### src/rtl/matrix2x2_stream_ctrl_if.sv
// ---------------------------------------------------------------------------
// matrix2x2_stream_ctrl_if
// Byte-stream handshake bundle for matrix2x2_stream_ctrl.
//   in_valid / in_ready / in_data   : element input stream (A then B)
//   out_valid / out_ready / out_data / out_last : result byte stream
// Modports:
//   slave  : the stream controller side (consumes elements, produces results)
//   master : the environment side (produces elements, consumes results)
// ---------------------------------------------------------------------------
interface matrix2x2_stream_ctrl_if;
    logic       in_valid;
    logic       in_ready;
    logic [7:0] in_data;
    logic       out_valid;
    logic       out_ready;
    logic [7:0] out_data;
    logic       out_last;

    modport slave (
        input  in_valid, in_data, out_ready,
        output in_ready, out_valid, out_data, out_last
    );

    modport master (
        output in_valid, in_data, out_ready,
        input  in_ready, out_valid, out_data, out_last
    );
endinterface

### src/rtl/matrix2x2_stream_ctrl.sv
// ---------------------------------------------------------------------------
// matrix2x2_stream_ctrl
// Byte-stream front/back end for a 2x2 parallel matrix multiplier.
// Packs 8 serial elements (A row-major, then B row-major) into mat_a/mat_b,
// pulses mul_start, waits MUL_LATENCY cycles, captures mat_res and streams it
// back out as 4 bytes (r00, r01, r10, r11) with out_last on r11.
//
// Ports:
//   clk        rising-edge clock
//   rst        asynchronous active-low reset
//   s_if       stream handshake bundle (slave modport)
//   mat_a      packed A = {a00,a01,a10,a11}
//   mat_b      packed B, same packing
//   mul_start  one-cycle pulse when mat_a/mat_b become stable
//   mat_res    packed product from the multiplier
//   done_count completed-result counter (only with MATRIX_STREAM_CNT_EN)
//
// Optional feature macro: MATRIX_STREAM_CNT_EN adds done_count[15:0].
// Parameter MUL_LATENCY: cycles from stable operands to valid mat_res (1..15).
// ---------------------------------------------------------------------------
module matrix2x2_stream_ctrl #(
    parameter int unsigned MUL_LATENCY = 32'd2
) (
    input  logic                           clk,
    input  logic                           rst,
    matrix2x2_stream_ctrl_if.slave         s_if,
    output logic [31:0]                    mat_a,
    output logic [31:0]                    mat_b,
    output logic                           mul_start,
    input  logic [31:0]                    mat_res
`ifdef MATRIX_STREAM_CNT_EN
    ,output logic [15:0]                   done_count
`endif
);

    localparam logic [3:0] LAT_C = 4'(MUL_LATENCY);

    typedef enum logic [1:0] {
        ST_LOAD_A = 2'd0,
        ST_LOAD_B = 2'd1,
        ST_WAIT   = 2'd2,
        ST_SEND   = 2'd3
    } state_e;

    state_e      state_q, state_d;
    logic [1:0]  cnt_q, cnt_d;          // elements accepted in current load phase
    logic [3:0]  wait_q, wait_d;        // edges elapsed since the 8th accept
    logic [1:0]  idx_q, idx_d;          // result byte currently presented
    logic [31:0] mat_a_q, mat_a_d;
    logic [31:0] mat_b_q, mat_b_d;
    logic [31:0] res_q, res_d;
    logic        in_ready_q, in_ready_d;
    logic        mul_start_q, mul_start_d;
    logic        out_valid_q, out_valid_d;
    logic [7:0]  out_data_q, out_data_d;
    logic        out_last_q, out_last_d;
`ifdef MATRIX_STREAM_CNT_EN
    logic [15:0] done_cnt_q, done_cnt_d;
`endif

    logic in_acc_s;
    logic out_acc_s;

    // Byte i of a packed word, i=0 selects the most significant byte (r00).
    function automatic logic [7:0] byte_sel(input logic [31:0] w, input logic [1:0] i);
        case (i)
            2'd0:    byte_sel = w[31:24];
            2'd1:    byte_sel = w[23:16];
            2'd2:    byte_sel = w[15:8];
            default: byte_sel = w[7:0];
        endcase
    endfunction

    assign in_acc_s  = s_if.in_valid & in_ready_q;
    assign out_acc_s = out_valid_q & s_if.out_ready;

    // Next-state and output decode for the load / wait / send sequence.
    always_comb begin
        state_d     = state_q;
        cnt_d       = cnt_q;
        wait_d      = wait_q;
        idx_d       = idx_q;
        mat_a_d     = mat_a_q;
        mat_b_d     = mat_b_q;
        res_d       = res_q;
        in_ready_d  = in_ready_q;
        mul_start_d = 1'b0;
        out_valid_d = out_valid_q;
        out_data_d  = out_data_q;
        out_last_d  = out_last_q;
`ifdef MATRIX_STREAM_CNT_EN
        done_cnt_d  = done_cnt_q;
`endif
        case (state_q)
            ST_LOAD_A: begin
                if (in_acc_s) begin
                    mat_a_d = {mat_a_q[23:0], s_if.in_data};
                    cnt_d   = cnt_q + 2'd1;     // wraps to 0 after the 4th element
                    if (cnt_q == 2'd3) begin
                        state_d = ST_LOAD_B;
                    end else begin
                        state_d = ST_LOAD_A;
                    end
                end else begin
                    state_d = ST_LOAD_A;
                end
            end
            ST_LOAD_B: begin
                if (in_acc_s) begin
                    mat_b_d = {mat_b_q[23:0], s_if.in_data};
                    cnt_d   = cnt_q + 2'd1;
                    if (cnt_q == 2'd3) begin
                        // This edge is E0: operands final, start the multiplier.
                        state_d     = ST_WAIT;
                        in_ready_d  = 1'b0;
                        mul_start_d = 1'b1;
                        wait_d      = 4'd1;
                    end else begin
                        state_d = ST_LOAD_B;
                    end
                end else begin
                    state_d = ST_LOAD_B;
                end
            end
            ST_WAIT: begin
                // wait_q holds k during the cycle that ends at edge E(k).
                if (wait_q == LAT_C) begin
                    res_d       = mat_res;
                    state_d     = ST_SEND;
                    out_valid_d = 1'b1;
                    out_data_d  = mat_res[31:24];
                    out_last_d  = 1'b0;
                    idx_d       = 2'd0;
                end else begin
                    wait_d = wait_q + 4'd1;
                end
            end
            ST_SEND: begin
                if (out_acc_s) begin
                    if (idx_q == 2'd3) begin
                        state_d     = ST_LOAD_A;
                        out_valid_d = 1'b0;
                        out_last_d  = 1'b0;
                        in_ready_d  = 1'b1;
                        cnt_d       = 2'd0;
`ifdef MATRIX_STREAM_CNT_EN
                        done_cnt_d  = done_cnt_q + 16'd1;
`endif
                    end else begin
                        idx_d      = idx_q + 2'd1;
                        out_data_d = byte_sel(res_q, idx_q + 2'd1);
                        out_last_d = (idx_q == 2'd2);
                    end
                end else begin
                    state_d = ST_SEND;
                end
            end
            default: begin
                state_d    = ST_LOAD_A;
                cnt_d      = 2'd0;
                in_ready_d = 1'b1;
            end
        endcase
    end

    // State and output registers with asynchronous active-low reset.
    always_ff @(posedge clk or negedge rst) begin
        if (!rst) begin
            state_q     <= ST_LOAD_A;
            cnt_q       <= 2'd0;
            wait_q      <= 4'd0;
            idx_q       <= 2'd0;
            mat_a_q     <= 32'd0;
            mat_b_q     <= 32'd0;
            res_q       <= 32'd0;
            in_ready_q  <= 1'b1;
            mul_start_q <= 1'b0;
            out_valid_q <= 1'b0;
            out_data_q  <= 8'd0;
            out_last_q  <= 1'b0;
`ifdef MATRIX_STREAM_CNT_EN
            done_cnt_q  <= 16'd0;
`endif
        end else begin
            state_q     <= state_d;
            cnt_q       <= cnt_d;
            wait_q      <= wait_d;
            idx_q       <= idx_d;
            mat_a_q     <= mat_a_d;
            mat_b_q     <= mat_b_d;
            res_q       <= res_d;
            in_ready_q  <= in_ready_d;
            mul_start_q <= mul_start_d;
            out_valid_q <= out_valid_d;
            out_data_q  <= out_data_d;
            out_last_q  <= out_last_d;
`ifdef MATRIX_STREAM_CNT_EN
            done_cnt_q  <= done_cnt_d;
`endif
        end
    end

    assign mat_a          = mat_a_q;
    assign mat_b          = mat_b_q;
    assign mul_start      = mul_start_q;
    assign s_if.in_ready  = in_ready_q;
    assign s_if.out_valid = out_valid_q;
    assign s_if.out_data  = out_data_q;
    assign s_if.out_last  = out_last_q;
`ifdef MATRIX_STREAM_CNT_EN
    assign done_count     = done_cnt_q;
`endif

endmodule
### src/flat_wrapper.sv
// flat-port wrapper written by rule: the top's interface ports become plain ports
module matrix2x2_stream_ctrl_flat 
#(
    parameter int unsigned MUL_LATENCY = 32'd2
)
  (clk, rst, mat_a, mat_b, mul_start, mat_res, s_if_in_valid, s_if_in_data, s_if_out_ready, s_if_in_ready, s_if_out_valid, s_if_out_data, s_if_out_last);
  matrix2x2_stream_ctrl_if s_if_i ();
  input  logic clk;
  input  logic rst;
  output logic [31:0] mat_a;
  output logic [31:0] mat_b;
  output logic mul_start;
  input  logic [31:0] mat_res;
  input wire logic [$bits(s_if_i.in_valid)-1:0] s_if_in_valid;
  input wire logic [$bits(s_if_i.in_data)-1:0] s_if_in_data;
  input wire logic [$bits(s_if_i.out_ready)-1:0] s_if_out_ready;
  output wire logic [$bits(s_if_i.in_ready)-1:0] s_if_in_ready;
  output wire logic [$bits(s_if_i.out_valid)-1:0] s_if_out_valid;
  output wire logic [$bits(s_if_i.out_data)-1:0] s_if_out_data;
  output wire logic [$bits(s_if_i.out_last)-1:0] s_if_out_last;
  assign s_if_i.in_valid = s_if_in_valid;
  assign s_if_i.in_data = s_if_in_data;
  assign s_if_i.out_ready = s_if_out_ready;
  assign s_if_in_ready = s_if_i.in_ready;
  assign s_if_out_valid = s_if_i.out_valid;
  assign s_if_out_data = s_if_i.out_data;
  assign s_if_out_last = s_if_i.out_last;
  matrix2x2_stream_ctrl #(.MUL_LATENCY(MUL_LATENCY)) u_core (.clk(clk), .rst(rst), .s_if(s_if_i), .mat_a(mat_a), .mat_b(mat_b), .mul_start(mul_start), .mat_res(mat_res));
endmodule
### config.mk
export PLATFORM = sky130hd
export DESIGN_NAME = matrix2x2_stream_ctrl_flat
export DESIGN_NICKNAME = d
export VERILOG_FILES = /design/src/rtl/matrix2x2_stream_ctrl_if.sv /design/src/rtl/matrix2x2_stream_ctrl.sv /design/src/flat_wrapper.sv
export SDC_FILE = /design/constraint.sdc
export NUM_CORES = 1
export LEC_CHECK = 0
export ABC_AREA = 0
export BUFFER_PORTS_ARGS = -buffer_cell sky130_fd_sc_hd__buf_4
export CAP_MARGIN = 0
export CORE_UTILIZATION = 30
export DETAILED_ROUTE_END_ITERATION = 6
export PLACE_DENSITY = 0.49
export SLEW_MARGIN = 15
export SYNTH_ARGS = -nofsm -noshare
export SYNTH_HDL_FRONTEND = slang
export SYNTH_SLANG_ARGS = --single-unit
### constraint.sdc
create_clock -name clk -period 1.8 [get_ports clk]
set_clock_uncertainty 0.15 [all_clocks]
set_input_delay 0.18 -clock clk [delete_from_list [all_inputs] [get_ports clk]]
set_output_delay 0.18 -clock clk [all_outputs]
set_load 0.02 [all_outputs]
Yosys cells after proc, flatten, opt, wreduce, memory -nomap -nowiden
Cells that the tools add are included.

storage, ports and cells
  register bits = 118
  output and inout bits = 76
  input port bits = 44

cells by class
  multiplexer cells = 40
  add/subtract/negate cells = 3
  equal/unequal tests = 18
  bitwise gates (word level) = 2
  reduce and logical (&&, ||, !) cells = 17

operators with widths
  kind                                                                     count
  8-bit 2-to-1 mux                                                         3
  8-bit case mux with 3 select lines                                       1
  2-bit 2-to-1 mux                                                         10
  8-bit case mux with 2 select lines                                       1
  4-bit AND reduction                                                      4
  1-bit 2-to-1 mux                                                         15
  2-bit == test, second input constant                                     6
  4-bit 2-to-1 mux                                                         3
  2-bit by 1-bit inequality test with 1-bit output, second input constant  6
  2-bit case mux with 2 select lines                                       2
  2-bit case mux with 4 select lines                                       1
  4-bit case mux with 2 select lines                                       1
  2-bit AND reduction                                                      4
  2-bit nonzero test                                                       4
  1-bit case mux with 2 select lines                                       3
  5-bit AND reduction                                                      1
  2-bit by 1-bit adder with 2-bit output, second input constant            2
  4-bit by 1-bit adder with 4-bit output, second input constant            1
  2-bit by 1-bit == test with 1-bit output, second input constant          2
  4-bit by 2-bit == test with 1-bit output, second input constant          1
  2-bit zero test                                                          2
  2-bit inequality test, second input constant                             2
  3-bit inequality test, second input constant                             1
  3-bit AND reduction                                                      1
  2 further kinds                                                          3

Logic depth before layout (Yosys ltp)
  word-level depth = 6
  mapped depth = 8
  gate-level depth less buffers = 6

Worst setup path before layout
No wires, ideal clock.

  kind = register to register
  from = register u_core.wait_q[0]
  to = register u_core.idx_q[0]
  data required time = 1.525 ns
  stages on the path, launching flop included = 8
  setup slack = -0.011 ns
  data arrival time = 1.536 ns
  setup time = 0.125 ns
  path through = dfrtp_1 > inv_1 > ha_1 > nor3b_2 > nand2_2 > a21o_1 > buf_6 > mux2_4

on the way
  cells in the longest elaborated chain, start to end = 3

ends and longest elaborated chain
  item                                                               line                          RTL
  start, declared                                                    matrix2x2_stream_ctrl.sv:47   logic [3:0] wait_q, wait_d;
  start signal, assigned                                             matrix2x2_stream_ctrl.sv:187  wait_q <= wait_d;
  4-bit by 2-bit == test with 1-bit output                           matrix2x2_stream_ctrl.sv:127  if (wait_q == LAT_C) begin
  2-bit by 1-bit inequality test with 1-bit output (no source line)  n/a
  4-bit AND reduction (no source line)                               n/a
  end signal, assigned                                               matrix2x2_stream_ctrl.sv:188  idx_q <= idx_d;
  end, declared                                                      matrix2x2_stream_ctrl.sv:48   logic [1:0] idx_q, idx_d;

No other way between the ends.
A chain may end at the register's enable or synchronous reset.

Final worst setup path
  from = register u_core.wait_q[0]
  to = register u_core.res_q[21]

on the way
  cells in the longest elaborated chain, start to end = 2

ends and longest elaborated chain
  item                                      line                          RTL
  4-bit by 2-bit == test with 1-bit output  matrix2x2_stream_ctrl.sv:127
  2-bit AND reduction (no source line)      n/a
  end signal, assigned                      matrix2x2_stream_ctrl.sv:191  res_q <= res_d;
  end, declared                             matrix2x2_stream_ctrl.sv:51   logic [31:0] res_q, res_d;

No other way between the ends.

==> results.sh <==
export IMPL_reg2reg_from="u_core.wait_q[0]$_DFFE_PN0P_"
export IMPL_timing_final_crit_share=0.951
export IMPL_critPathSlowestCell="mux2_2"
export IMPL_cts_tree="built"
export IMPL_fin_util=0.455
export IMPL_ant_nets=0
export IMPL_peakVddDrop_mv=0.677
export IMPL_wl_per_cell_um=15.1
export IMPL_critPathKind="reg2reg"
export IMPL_p_leak_nw=3.69
export IMPL_antenna_cells=0
export IMPL_ctsRootBufferMaster="clkbuf_16"
export IMPL_port_buffers=119
export IMPL_ff_latch_area_sq_mm=0.00296
export IMPL_ys_seq_area_frac=0.596
export IMPL_timing_fmax_mhz=584
export IMPL_dp_slack_ns=0.000803
export IMPL_yosysTopAreaCellShare=0.590
export IMPL_min_period_ns=1.71
export IMPL_dp_hpwl_um=7770
export IMPL_end_kind="flip-flop"
export IMPL_crit_path_max_fanout=34
export IMPL_crit_end="u_core.res_q[21]$_DFFE_PN0P_"
export IMPL_critPathBufInv=2
export IMPL_hold_ws_ns=0.130
export IMPL_clkTransAtPathRegs_ns=0.05
export IMPL_synth_area_leaders="dfrtp_1 59%, mux2_2 21%, ha_1 2.3%"
export IMPL_die_h_um=131
export IMPL_crit_arrival_ns=1.85
export IMPL_syn_avg_cell_area_sq_um=14.0
export IMPL_power_density_mw_per_mm2=869
export IMPL_rows=46
export IMPL_dpl_instance_area_sq_mm=0.00622
export IMPL_grt_pass1_wl_um=18600
export IMPL_syn_num_nets=407
export IMPL_multi_input_area_sq_mm=0.00183
export IMPL_worstMarginPinSlew_ns=0.481
export IMPL_worstSetupPathDepth=6
export IMPL_synth_warnings=0
export IMPL_slew_headroom=0.679
export IMPL_areaGrowthSynthToFinish_pct=46.8
export IMPL_overflow=0
export IMPL_slowest_delay_ns=0.36
export IMPL_initial_core_util=0.310
export IMPL_vias=3452
export IMPL_maxCapViolations=0
export IMPL_syn_cell_area_sq_mm=0.00496
export IMPL_cts_buffers_inserted=17
export IMPL_drtIter0Drc=106
export IMPL_post_cts_buffers=0
export IMPL_required_ns=1.94
export IMPL_path_cells="inv_1, ha_1, nor3b_4, nand2_2, buf_12, mux2_2"
export IMPL_reg2reg_depth=6
export IMPL_fill_cells=1493
export IMPL_critPathTopFamily="multiplexers"
export IMPL_setup_slack_ns=0.0888
export IMPL_ys_async_sr_fraction=1.00
export IMPL_coreArea_sq_mm=0.0160
export IMPL_antenna_found_initial=0
export IMPL_routed_via_density=4.51
export IMPL_die_area_sq_mm=0.0171
export IMPL_io_pin_count=120
export IMPL_cts_buffer_depth=2
export IMPL_yosysUniqueCellTypes=33
export IMPL_nNetsFinal=590
export IMPL_clk_latency_ns=0.41
export IMPL_die_w_um=131
export IMPL_setup_viol=0
export IMPL_r2r_end="u_core.res_q[21]$_DFFE_PN0P_"
export IMPL_startpoint="u_core.wait_q[0]$_DFFE_PN0P_"
export IMPL_synth_edf_count=0
export IMPL_grt_setup_unrepaired="false"
export IMPL_grt_max_degree=35
export IMPL_synthCells=354
export IMPL_clkSinkCount=118
export IMPL_grt_use_total=0.147
export IMPL_route_detailed_drc=0
export IMPL_rrSetupSlack_ns=0.09
export IMPL_design_area_sq_mm=0.00728
export IMPL_layout_drive_gt1_share=0.502
export IMPL_finalMaxSlewViolations=0
export IMPL_synth_top_area_cell="dfrtp_1"
export IMPL_hold_class="in2async"
export IMPL_status="complete, no violations"
export IMPL_synth_seq_cells=118
export IMPL_hold_violations=0
export IMPL_power_total_mw=6.33
export IMPL_place_congestion=0.740
export IMPL_cts_max_level=4
export IMPL_drtPass1Iterations=4
export IMPL_drt_total_wl_um=11600
export IMPL_grt_pass1_vias=3653
export IMPL_ys_flop_type="dfrtp_1"
export IMPL_critPathLaunchType="flip-flop"
==> stage by stage <==
step / instances / TNS [ns]
3_5_place_dp: 691 / 0
6_report: 766 / 0
3_3_place_gp: 691 / 0
5_1_grt: 766 / 0
4_1_cts: 766 / 0
2_1_floorplan: 354 / -0.00764
==> layer usage <==
layer	vias up	global-route usage	share of wire
met5	-	0	0
met4	0	0.0595	0.014
met3	11	0.0660	0.074
met2	99	0.238	0.48
met1	1724	0.168	0.44
li1	1618	-	-
==> logic make-up after synthesis <==
group,synth area share
buffers and inverters,0.0419
xor gates and xnor gates,0.00353
AOI/OAI and AO/OA,0.0593
adders and majority gates,0.0227
and+or+nand+nor,0.0358
DFF,0.596
muxes,0.241
==> synthesized netlist by cell type (2+ instances only) <==
cell type,count
a221oi_1,8
dfrtp_1,117
nand4_1,3
nand3_1,6
inv_1,24
nand2_1,6
o21ai_0,6
a22oi_1,8
a21oi_1,22
clkbuf_1,5
mux2_1,2
xnor2_1,2
a21o_1,2
buf_6,5
buf_2,7
mux2_2,94
mux2i_1,10
nor2_1,4
ha_1,9
==> sequential cells by signal (all words and copies together), names as in the netlist <==
| register | cells |
|---|---|
| u_core.idx_q | 2 |
| u_core.s_if.out_data | 8 |
| u_core.mul_start | 1 |
| u_core.s_if.out_last | 1 |
| u_core.cnt_q | 2 |
| u_core.wait_q | 4 |
| u_core.s_if.out_valid | 1 |
| u_core.mat_b | 32 |
| u_core.mat_a | 32 |
| u_core.s_if.in_ready | 1 |
| u_core.state_q | 2 |
| u_core.res_q | 32 |
==> cells in the final DEF (no fill, tap or decap), types with 2 or more instances in the layout <==
cell           Yosys  final
buf_4              1    132
dfrtp_1          117    116
mux2_2            94     94
dlygate4sd3_1      0     43
inv_1             24     23
a21oi_1           22     22
clkbuf_16          0     17
mux2i_1           10     10
a22oi_1            8      8
a221oi_1           8      8
nand2_1            6      6
o21ai_0            6      6
nand3_1            6      6
ha_1               9      6
clkinv_4           0      5
buf_12             0      5
nor2_1             4      4
nand4_1            3      3
clkinvlp_4         0      3
mux2_1             2      2
a21o_1             2      2
xnor2_1            2      2
ha_4               0      2
bufinv_16          0      2
inv_6              0      2
buf_6              5      2
==> area by class of cell <==
| type | instances | share of cell area |
|---|---|---|
| inverter | 24 | 0.0124 |
| multi-input combinational | 194 | 0.252 |
| clock inverter | 13 | 0.0204 |
| tap | 216 | 0.0371 |
| clock buffer | 19 | 0.0608 |
| timing repair buffer | 182 | 0.212 |
| sequential | 118 | 0.406 |
==> worst min-delay path by stage <==
stage | slack, ns | from | endpoint
finish | 0.13 | rst | u_core.res_q[0]$_DFFE_PN0P_
global route | 0.15 | rst | u_core.res_q[0]$_DFFE_PN0P_
CTS | 0.13 | rst | u_core.res_q[0]$_DFFE_PN0P_
detailed placement | 0.02 | rst | u_core.res_q[0]$_DFFE_PN0P_
global placement | 0.02 | rst | u_core.res_q[1]$_DFFE_PN0P_
floorplan | -0.27 | rst | u_core.cnt_q[0]$_DFFE_PN0P_
==> repair_timing <==
action | in CTS | in global routing
endpoints found under the setup margin | 1 | 9
gates resized for setup | 1 | 8
hold buffers | 43 | 0
endpoints found under the hold margin | 157 | 0
==> report_power, final <==
| group | switching [mW] | internal [mW] |
|---|---|---|
| Clock | 1.26 | 2.09 |
| Combinational | 0.108 | 0.162 |
| Sequential | 0.0215 | 2.69 |
| Total | 1.39 | 4.94 |
(Power assumes the default switching activity.)
